[src/rtl/imem_loader_if.sv]
// rtl/imem_loader_if.sv - byte-stream, instruction-memory write and status bundle for imem_loader
interface imem_loader_if;
  logic        start;
  logic        byte_valid;
  logic [7:0]  byte_data;
  logic        byte_ready;
  logic        mem_we;
  logic [31:0] mem_addr;
  logic [31:0] mem_wdata;
  logic        cpu_run;
  logic        done;
  logic        err;

  modport master (
    output start, byte_valid, byte_data,
    input  byte_ready, mem_we, mem_addr, mem_wdata, cpu_run, done, err
  );

  modport slave (
    input  start, byte_valid, byte_data,
    output byte_ready, mem_we, mem_addr, mem_wdata, cpu_run, done, err
  );
endinterface

[src/rtl/imem_loader.sv]
// rtl/imem_loader.sv - framed byte stream to big-endian instruction words, holds the core until loaded
// Optional trailing XOR checksum byte enabled by IMEM_LOADER_CHECKSUM_EN.
module imem_loader #(
  parameter int ADDR_W = 8
) (
  input  logic         clk,
  input  logic         rst_n,
  imem_loader_if.slave bus
);

  typedef enum logic [2:0] {
    S_IDLE, S_LEN_HI, S_LEN_LO, S_DATA, S_WRITE, S_DONE, S_ERR
`ifdef IMEM_LOADER_CHECKSUM_EN
    , S_CSUM
`endif
  } state_t;

`ifdef IMEM_LOADER_CHECKSUM_EN
  localparam state_t FRAME_END = S_CSUM;
`else
  localparam state_t FRAME_END = S_DONE;
`endif

  localparam logic [16:0]     DEPTH   = 17'(1) << ADDR_W;
  localparam logic [ADDR_W:0] IDX_ONE = (ADDR_W + 1)'(1);

  state_t            state_q, state_d;
  logic [15:0]       len_q, len_d;
  logic [ADDR_W:0]   word_idx_q, word_idx_d;
  logic [1:0]        byte_cnt_q, byte_cnt_d;
  logic [31:0]       word_q, word_d;
  logic              mem_we_q, mem_we_d;
  logic [31:0]       mem_addr_q, mem_addr_d;
  logic [31:0]       mem_wdata_q, mem_wdata_d;
  logic              cpu_run_q, cpu_run_d;
  logic              done_q, done_d;
  logic              err_q, err_d;
`ifdef IMEM_LOADER_CHECKSUM_EN
  logic [7:0]        csum_q, csum_d;
`endif

  logic              byte_ready;
  logic              xfer;
  logic [15:0]       len_rx;
  logic              last_word;

  always_comb begin
    byte_ready = (state_q == S_LEN_HI) || (state_q == S_LEN_LO) || (state_q == S_DATA)
`ifdef IMEM_LOADER_CHECKSUM_EN
                 || (state_q == S_CSUM)
`endif
                 ;
  end

  assign xfer      = bus.byte_valid && byte_ready;
  assign len_rx    = {len_q[15:8], bus.byte_data};
  assign last_word = (32'(word_idx_q) == (32'(len_q) - 32'd1));

  always_ff @(posedge clk or negedge rst_n) begin
    if (!rst_n) begin
      state_q     <= S_IDLE;
      len_q       <= '0;
      word_idx_q  <= '0;
      byte_cnt_q  <= '0;
      word_q      <= '0;
      mem_we_q    <= 1'b0;
      mem_addr_q  <= '0;
      mem_wdata_q <= '0;
      cpu_run_q   <= 1'b0;
      done_q      <= 1'b0;
      err_q       <= 1'b0;
`ifdef IMEM_LOADER_CHECKSUM_EN
      csum_q      <= '0;
`endif
    end else begin
      state_q     <= state_d;
      len_q       <= len_d;
      word_idx_q  <= word_idx_d;
      byte_cnt_q  <= byte_cnt_d;
      word_q      <= word_d;
      mem_we_q    <= mem_we_d;
      mem_addr_q  <= mem_addr_d;
      mem_wdata_q <= mem_wdata_d;
      cpu_run_q   <= cpu_run_d;
      done_q      <= done_d;
      err_q       <= err_d;
`ifdef IMEM_LOADER_CHECKSUM_EN
      csum_q      <= csum_d;
`endif
    end
  end

  always_comb begin
    state_d = state_q;
    case (state_q)
      S_IDLE, S_DONE, S_ERR: if (bus.start) state_d = S_LEN_HI;
      S_LEN_HI:              if (xfer) state_d = S_LEN_LO;
      S_LEN_LO: begin
        if (xfer) begin
          if (len_rx == 16'd0)              state_d = FRAME_END;
          else if ({1'b0, len_rx} > DEPTH)  state_d = S_ERR;
          else                              state_d = S_DATA;
        end
      end
      S_DATA:                if (xfer && byte_cnt_q == 2'd3) state_d = S_WRITE;
      S_WRITE:               state_d = last_word ? FRAME_END : S_DATA;
`ifdef IMEM_LOADER_CHECKSUM_EN
      S_CSUM:                if (xfer) state_d = (bus.byte_data == csum_q) ? S_DONE : S_ERR;
`endif
      default:               state_d = S_IDLE;
    endcase
  end

  always_comb begin
    len_d      = len_q;
    word_idx_d = word_idx_q;
    byte_cnt_d = byte_cnt_q;
    word_d     = word_q;
`ifdef IMEM_LOADER_CHECKSUM_EN
    csum_d     = csum_q;
`endif
    case (state_q)
      S_IDLE, S_DONE, S_ERR: begin
        if (bus.start) begin
          word_idx_d = '0;
          byte_cnt_d = '0;
`ifdef IMEM_LOADER_CHECKSUM_EN
          csum_d     = '0;
`endif
        end
      end
      S_LEN_HI: if (xfer) len_d[15:8] = bus.byte_data;
      S_LEN_LO: begin
        if (xfer) begin
          len_d[7:0] = bus.byte_data;
          word_idx_d = '0;
          byte_cnt_d = '0;
        end
      end
      S_DATA: begin
        if (xfer) begin
          word_d     = {word_q[23:0], bus.byte_data};
          byte_cnt_d = byte_cnt_q + 2'd1;
`ifdef IMEM_LOADER_CHECKSUM_EN
          csum_d     = csum_q ^ bus.byte_data;
`endif
        end
      end
      S_WRITE:  word_idx_d = word_idx_q + IDX_ONE;
      default:  ;
    endcase
  end

  // Registered outputs are computed from the transition so mem_we coincides with WRITE
  always_comb begin
    mem_we_d    = (state_d == S_WRITE);
    mem_addr_d  = mem_addr_q;
    mem_wdata_d = mem_wdata_q;
    if (state_q == S_DATA && state_d == S_WRITE) begin
      mem_addr_d  = 32'(word_idx_q) << 2;
      mem_wdata_d = word_d;
    end
    done_d    = (state_q == S_DONE) && (state_d == S_DONE);
    cpu_run_d = (state_q == S_DONE) && (state_d == S_DONE);
    err_d     = (state_q == S_ERR)  && (state_d == S_ERR);
  end

  assign bus.byte_ready = byte_ready;
  assign bus.mem_we     = mem_we_q;
  assign bus.mem_addr   = mem_addr_q;
  assign bus.mem_wdata  = mem_wdata_q;
  assign bus.cpu_run    = cpu_run_q;
  assign bus.done       = done_q;
  assign bus.err        = err_q;

endmodule
[src/flat_wrapper.sv]
// flat-port wrapper written by rule: the top's interface ports become plain ports
module imem_loader_flat 
#(
  parameter int ADDR_W = 8
)
  (clk, rst_n, bus_start, bus_byte_valid, bus_byte_data, bus_byte_ready, bus_mem_we, bus_mem_addr, bus_mem_wdata, bus_cpu_run, bus_done, bus_err);
  imem_loader_if bus_i ();
  input  logic clk;
  input  logic rst_n;
  input wire logic [$bits(bus_i.start)-1:0] bus_start;
  input wire logic [$bits(bus_i.byte_valid)-1:0] bus_byte_valid;
  input wire logic [$bits(bus_i.byte_data)-1:0] bus_byte_data;
  output wire logic [$bits(bus_i.byte_ready)-1:0] bus_byte_ready;
  output wire logic [$bits(bus_i.mem_we)-1:0] bus_mem_we;
  output wire logic [$bits(bus_i.mem_addr)-1:0] bus_mem_addr;
  output wire logic [$bits(bus_i.mem_wdata)-1:0] bus_mem_wdata;
  output wire logic [$bits(bus_i.cpu_run)-1:0] bus_cpu_run;
  output wire logic [$bits(bus_i.done)-1:0] bus_done;
  output wire logic [$bits(bus_i.err)-1:0] bus_err;
  assign bus_i.start = bus_start;
  assign bus_i.byte_valid = bus_byte_valid;
  assign bus_i.byte_data = bus_byte_data;
  assign bus_byte_ready = bus_i.byte_ready;
  assign bus_mem_we = bus_i.mem_we;
  assign bus_mem_addr = bus_i.mem_addr;
  assign bus_mem_wdata = bus_i.mem_wdata;
  assign bus_cpu_run = bus_i.cpu_run;
  assign bus_done = bus_i.done;
  assign bus_err = bus_i.err;
  imem_loader #(.ADDR_W(ADDR_W)) u_core (.clk(clk), .rst_n(rst_n), .bus(bus_i));
endmodule
[config.mk]
export PLATFORM = sky130hd
export DESIGN_NAME = imem_loader_flat
export DESIGN_NICKNAME = d
export VERILOG_FILES = /design/src/rtl/imem_loader_if.sv /design/src/rtl/imem_loader.sv /design/src/flat_wrapper.sv
export SDC_FILE = /design/constraint.sdc
export NUM_CORES = 1
export LEC_CHECK = 0
export ABC_AREA = 1
export CORE_MARGIN = 2
export CORE_UTILIZATION = 35
export CTS_BUF_LIST = sky130_fd_sc_hd__clkbuf_8 sky130_fd_sc_hd__clkbuf_16
export DETAILED_ROUTE_END_ITERATION = 16
export PLACE_DENSITY = 0.68
export SYNTH_ARGS = -nofsm -noshare
export SYNTH_HDL_FRONTEND = slang
export SYNTH_SLANG_ARGS = --single-unit
[constraint.sdc]
create_clock -name clk -period 1.56 [get_ports clk]
set_input_delay 0.39 -clock clk [delete_from_list [all_inputs] [get_ports clk]]
set_output_delay 0.39 -clock clk [all_outputs]
set_load 0.005 [all_outputs]
==> flow_metrics.py <==
metrics = {
    "sta": {
        "fin_worst_skew_ns": 0.00872,
        "whs_ns": 0.472,
        "rsz0062_at_grt": "true",
        "maxSlewViolCount": 0,
        "period_share_pct": 114,
        "finalSetupTns_ns": -7.70,
        "setup_slack_ns": -0.223,
        "hold_viol": 0,
        "period_minus_slack_ns": 1.78,
        "fmax_ghz": 0.561,
        "setup_viol": 80,
    },
    "synthesis": {
        "syn_avg_cell_area_um2": 8.22,
        "synth_cell_types": 35,
        "synth-compound-area-share_pct": 9.47,
        "synth_top_family_by_area": "simple AND/OR/NAND/NOR gates",
        "yosysWarnings": 0,
        "syn-cell-area_um2": 5050,
        "postSynthCellCount": 614,
        "synth.area.mux_share_pct": 0,
        "synth_xor_area_share_pct": 1.73,
        "ys_ff_latch": 106,
        "synthSimpleGateAreaFrac_pct": 25.8,
        "yosysSeqAreaShare_pct": 52.5,
        "synthAdderAreaFrac_pct": 0.743,
    },
    "die": {
        "die_area_um2": 15400,
        "core_um2": 14000,
        "rows": 43,
        "die_y_um": 124,
        "io_pins": 81,
        "dieWidth_um": 124,
        "start_util_pct": 36.1,
    },
    "cells_and_area": {
        "multi_input_area_um2": 2820,
        "drive_gt1_share_pct": 38.4,
        "diodes": 0,
        "seq_area_um2": 2650,
        "nets": 792,
        "filler_cell_count": 1148,
        "area_growth_pct": 58.7,
        "final_area_um2": 8010,
    },
    "cts": {
        "cts_tree": "built",
        "numCtsBuffers": 9,
        "max-clock-path-buffers": 2,
        "htree_levels": 3,
        "cts.sinks": 106,
        "cts_root_buf": "clkbuf_16",
        "clock_latency_ns": 0.36,
        "path_clk_slew_ns": 0.09,
    },
    "global_route": {
        "grt_pass1_vias": 4411,
        "busiest_layer": "met2",
        "overflow": 0,
        "grtUsageMet3_pct": 2.93,
        "grt_max_degree": 38,
        "grt_pass1_wl_um": 21800,
        "met1_usage_pct": 24.7,
        "grt_util_all_layers_pct": 18.2,
        "antenna_found_initial": 0,
        "grtUsageMet2_pct": 29.5,
    },
    "worst_setup_path": {
        "rr_worst_depth": 14,
        "end_kind": "flip-flop",
        "arrival_ns": 2.07,
        "start_kind": "flip-flop",
        "cp.required_ns": 1.85,
        "path_max_fanout": 4,
        "critical_path_class": "flip-flop to flip-flop",
    },
    "run_status": {
        "violations": "negative setup slack",
        "run_status": "finished, violations left",
    },
    "place": {
        "io_buffers": 57,
        "dp_slack_ns": -0.348,
        "hpwlAfterDp_um": 8530,
        "gp_congestion": 0.867,
        "place_area_um2": 6240,
    },
    "routing": {
        "drtIter0Drc": 289,
        "post_drt_wl_per_cell_um": 16.0,
        "drt_pre_antenna_iters": 5,
        "drtAntennaViolNets": 0,
        "drc_errors": 0,
        "routed-via-count": 4693,
        "wl_um": 15400,
        "via_per_inst": 4.88,
    },
    "hold_path": {
        "hold_path_class": "primary input to asynchronous set/reset pin",
    },
    "pwr": {
        "powerDensity_nw_per_um2": 1760,
        "leakage_nw": 4.18,
        "vdd_ir_drop_max_mv": 0.802,
    },
    "flow_run": {
        "drv_cap": 0,
    },
}
## path summary, 6_finish.rpt
| path | startpoint | end | slack [ns] |
|---|---|---|---|
| min reg2reg | u_core.bus.mem_wdata[3]$_DFFE_PN0P_ | u_core.bus.mem_wdata[3]$_DFFE_PN0P_ | 0.49 |
| min in group clk | u_core.bus.mem_wdata[3]$_DFFE_PN0P_ | u_core.bus.mem_wdata[3]$_DFFE_PN0P_ | 0.49 |
| max in group asynchronous | rst_n | u_core.state_q[2]$_DFF_PN0_ | 0.57 |
| min | rst_n | u_core.bus.mem_wdata[0]$_DFFE_PN0P_ | 0.47 |
| max | u_core.len_q[1]$_DFFE_PN0P_ | u_core.bus.cpu_run$_DFF_PN0_ | -0.22 |
| max reg2reg | u_core.len_q[1]$_DFFE_PN0P_ | u_core.bus.cpu_run$_DFF_PN0_ | -0.22 |
## cells by family (layout without fill, tap and decap cells)
group / count (synthesis) / after routing
AOI/OAI and AO/OA: 85 / 85
xor gates and xnor gates: 10 / 10
adders and majority gates: 3 / 3
buffers and inverters: 93 / 239
DFF: 106 / 106
other: 1 / 23
and+or+nand+nor: 316 / 316
## area by class of cell
cell class	count	area share, %
Timing Repair Buffer	174	22.0
Clock inverter	7	1.14
Clock buffer	9	2.81
Tap cell	180	2.81
Inverter	49	2.84
Sequential cell	106	33.1
Multi-Input combinational cell	437	35.2
## synthesized netlist by cell type
cell / count / share of area [%]
nand2_1: 204 / 15
dfrtp_1: 106 / 53
nor2_1: 67 / 5.0
inv_1: 45 / 3.3
o21ai_0: 37 / 3.7
buf_4: 25 / 3.7
a31oi_1: 23 / 2.9
nand3_1: 16 / 1.6
o21ai_1: 11 / 1.1
buf_2: 9 / 0.89
xor2_1: 7 / 1.2
nor2_2: 6 / 0.74
a21oi_1: 5 / 0.50
clkbuf_1: 5 / 0.37
nand2_2: 5 / 0.62
nand4_1: 5 / 0.62
nor3_1: 5 / 0.50
buf_6: 4 / 0.89
inv_2: 4 / 0.30
nand3b_1: 4 / 0.59
ha_1: 3 / 0.74
o22ai_1: 3 / 0.37
xnor2_1: 3 / 0.52
a21oi_2: 1 / 0.17
clkbuf_2: 1 / 0.099
conb_1: 1 / 0.074
nand3_2: 1 / 0.20
nor2_4: 1 / 0.22
nor2_8: 1 / 0.40
nor3_2: 1 / 0.20
o2111ai_1: 1 / 0.17
o211ai_1: 1 / 0.15
o21ai_2: 1 / 0.17
o31ai_1: 1 / 0.15
o32ai_1: 1 / 0.17
## cell usage in the layout (no fill, tap or decap), types with 4 or more instances in the layout
cell type and instances:
a21oi_1 4, nand3_1 13, xor2_1 7, nor2_2 17, o21ai_0 23, dlygate4sd2_1 45, nand2_1 125, nand2_4 41
o21ai_1 6, o21ai_4 4, buf_4 80, a31oi_1 18, nand4_1 5, nor2_1 39, nor2_4 18, clkdlybuf4s50_1 10
inv_2 5, o21ai_2 16, nand2_2 40, buf_6 13, buf_16 4, buf_12 14, dfrtp_1 105, a31oi_4 4
conb_1 23, inv_1 39, clkbuf_16 12, nand3b_1 4
## flip-flops by register name, summed over array words and instances, names as in the netlist
name,count
u_core.bus.mem_wdata,32
u_core.word_q,32
u_core.len_q,16
u_core.bus.mem_addr,9
u_core.word_idx_q,9
u_core.state_q,3
u_core.byte_cnt_q,2
u_core.bus.cpu_run,1
u_core.bus.err,1
u_core.bus.mem_we,1
## critical path, cell delays in order (launching register included)
cell and delay [ns]:
dfrtp_1 0.42, inv_2 0.10, ha_4 0.18, nand2_4 0.06, nor2_4 0.12, nand3_2 0.07, nand2_1 0.06, nand2_1 0.06
nor2_1 0.10, nand2_1 0.06, nor2_2 0.13, nand3_1 0.10, nand2_2 0.09, nand3_2 0.07, nor2_2 0.09
## report_power, final
group | internal, W | switching, W
logic | 0.00346 | 0.00357
registers | 0.00368 | 0.00103
clock network | 0.00116 | 0.00122
## metrics by stage
step	utilization, %	std cells	total power (W)
floorplan	-	636	0.00690
global placement	44.6	898	0.00905
detailed placement	44.6	898	0.00913
CTS	51.3	951	0.0121
global route	57.3	962	0.0151
finish	57.3	962	0.0141
## per-layer routing
| metal | vias to the layer above | wire [um] |
|---|---|---|
| met5 | - | 0 |
| met4 | 0 | 218 |
| met3 | 17 | 570 |
| met2 | 124 | 7890 |
| met1 | 2302 | 6690 |
| li1 | 2250 | - |
## what timing repair did
action | in CTS | in global routing
resized for setup | 129 | 202
cloned | 8 | 4
endpoints found under the hold margin | 20 | 0
pin swaps | 21 | 47
hold buffers | 1 | 0
buffers inserted | 28 | 13
endpoints found under the setup margin | 87 | 103
(Power assumes the default switching activity.)
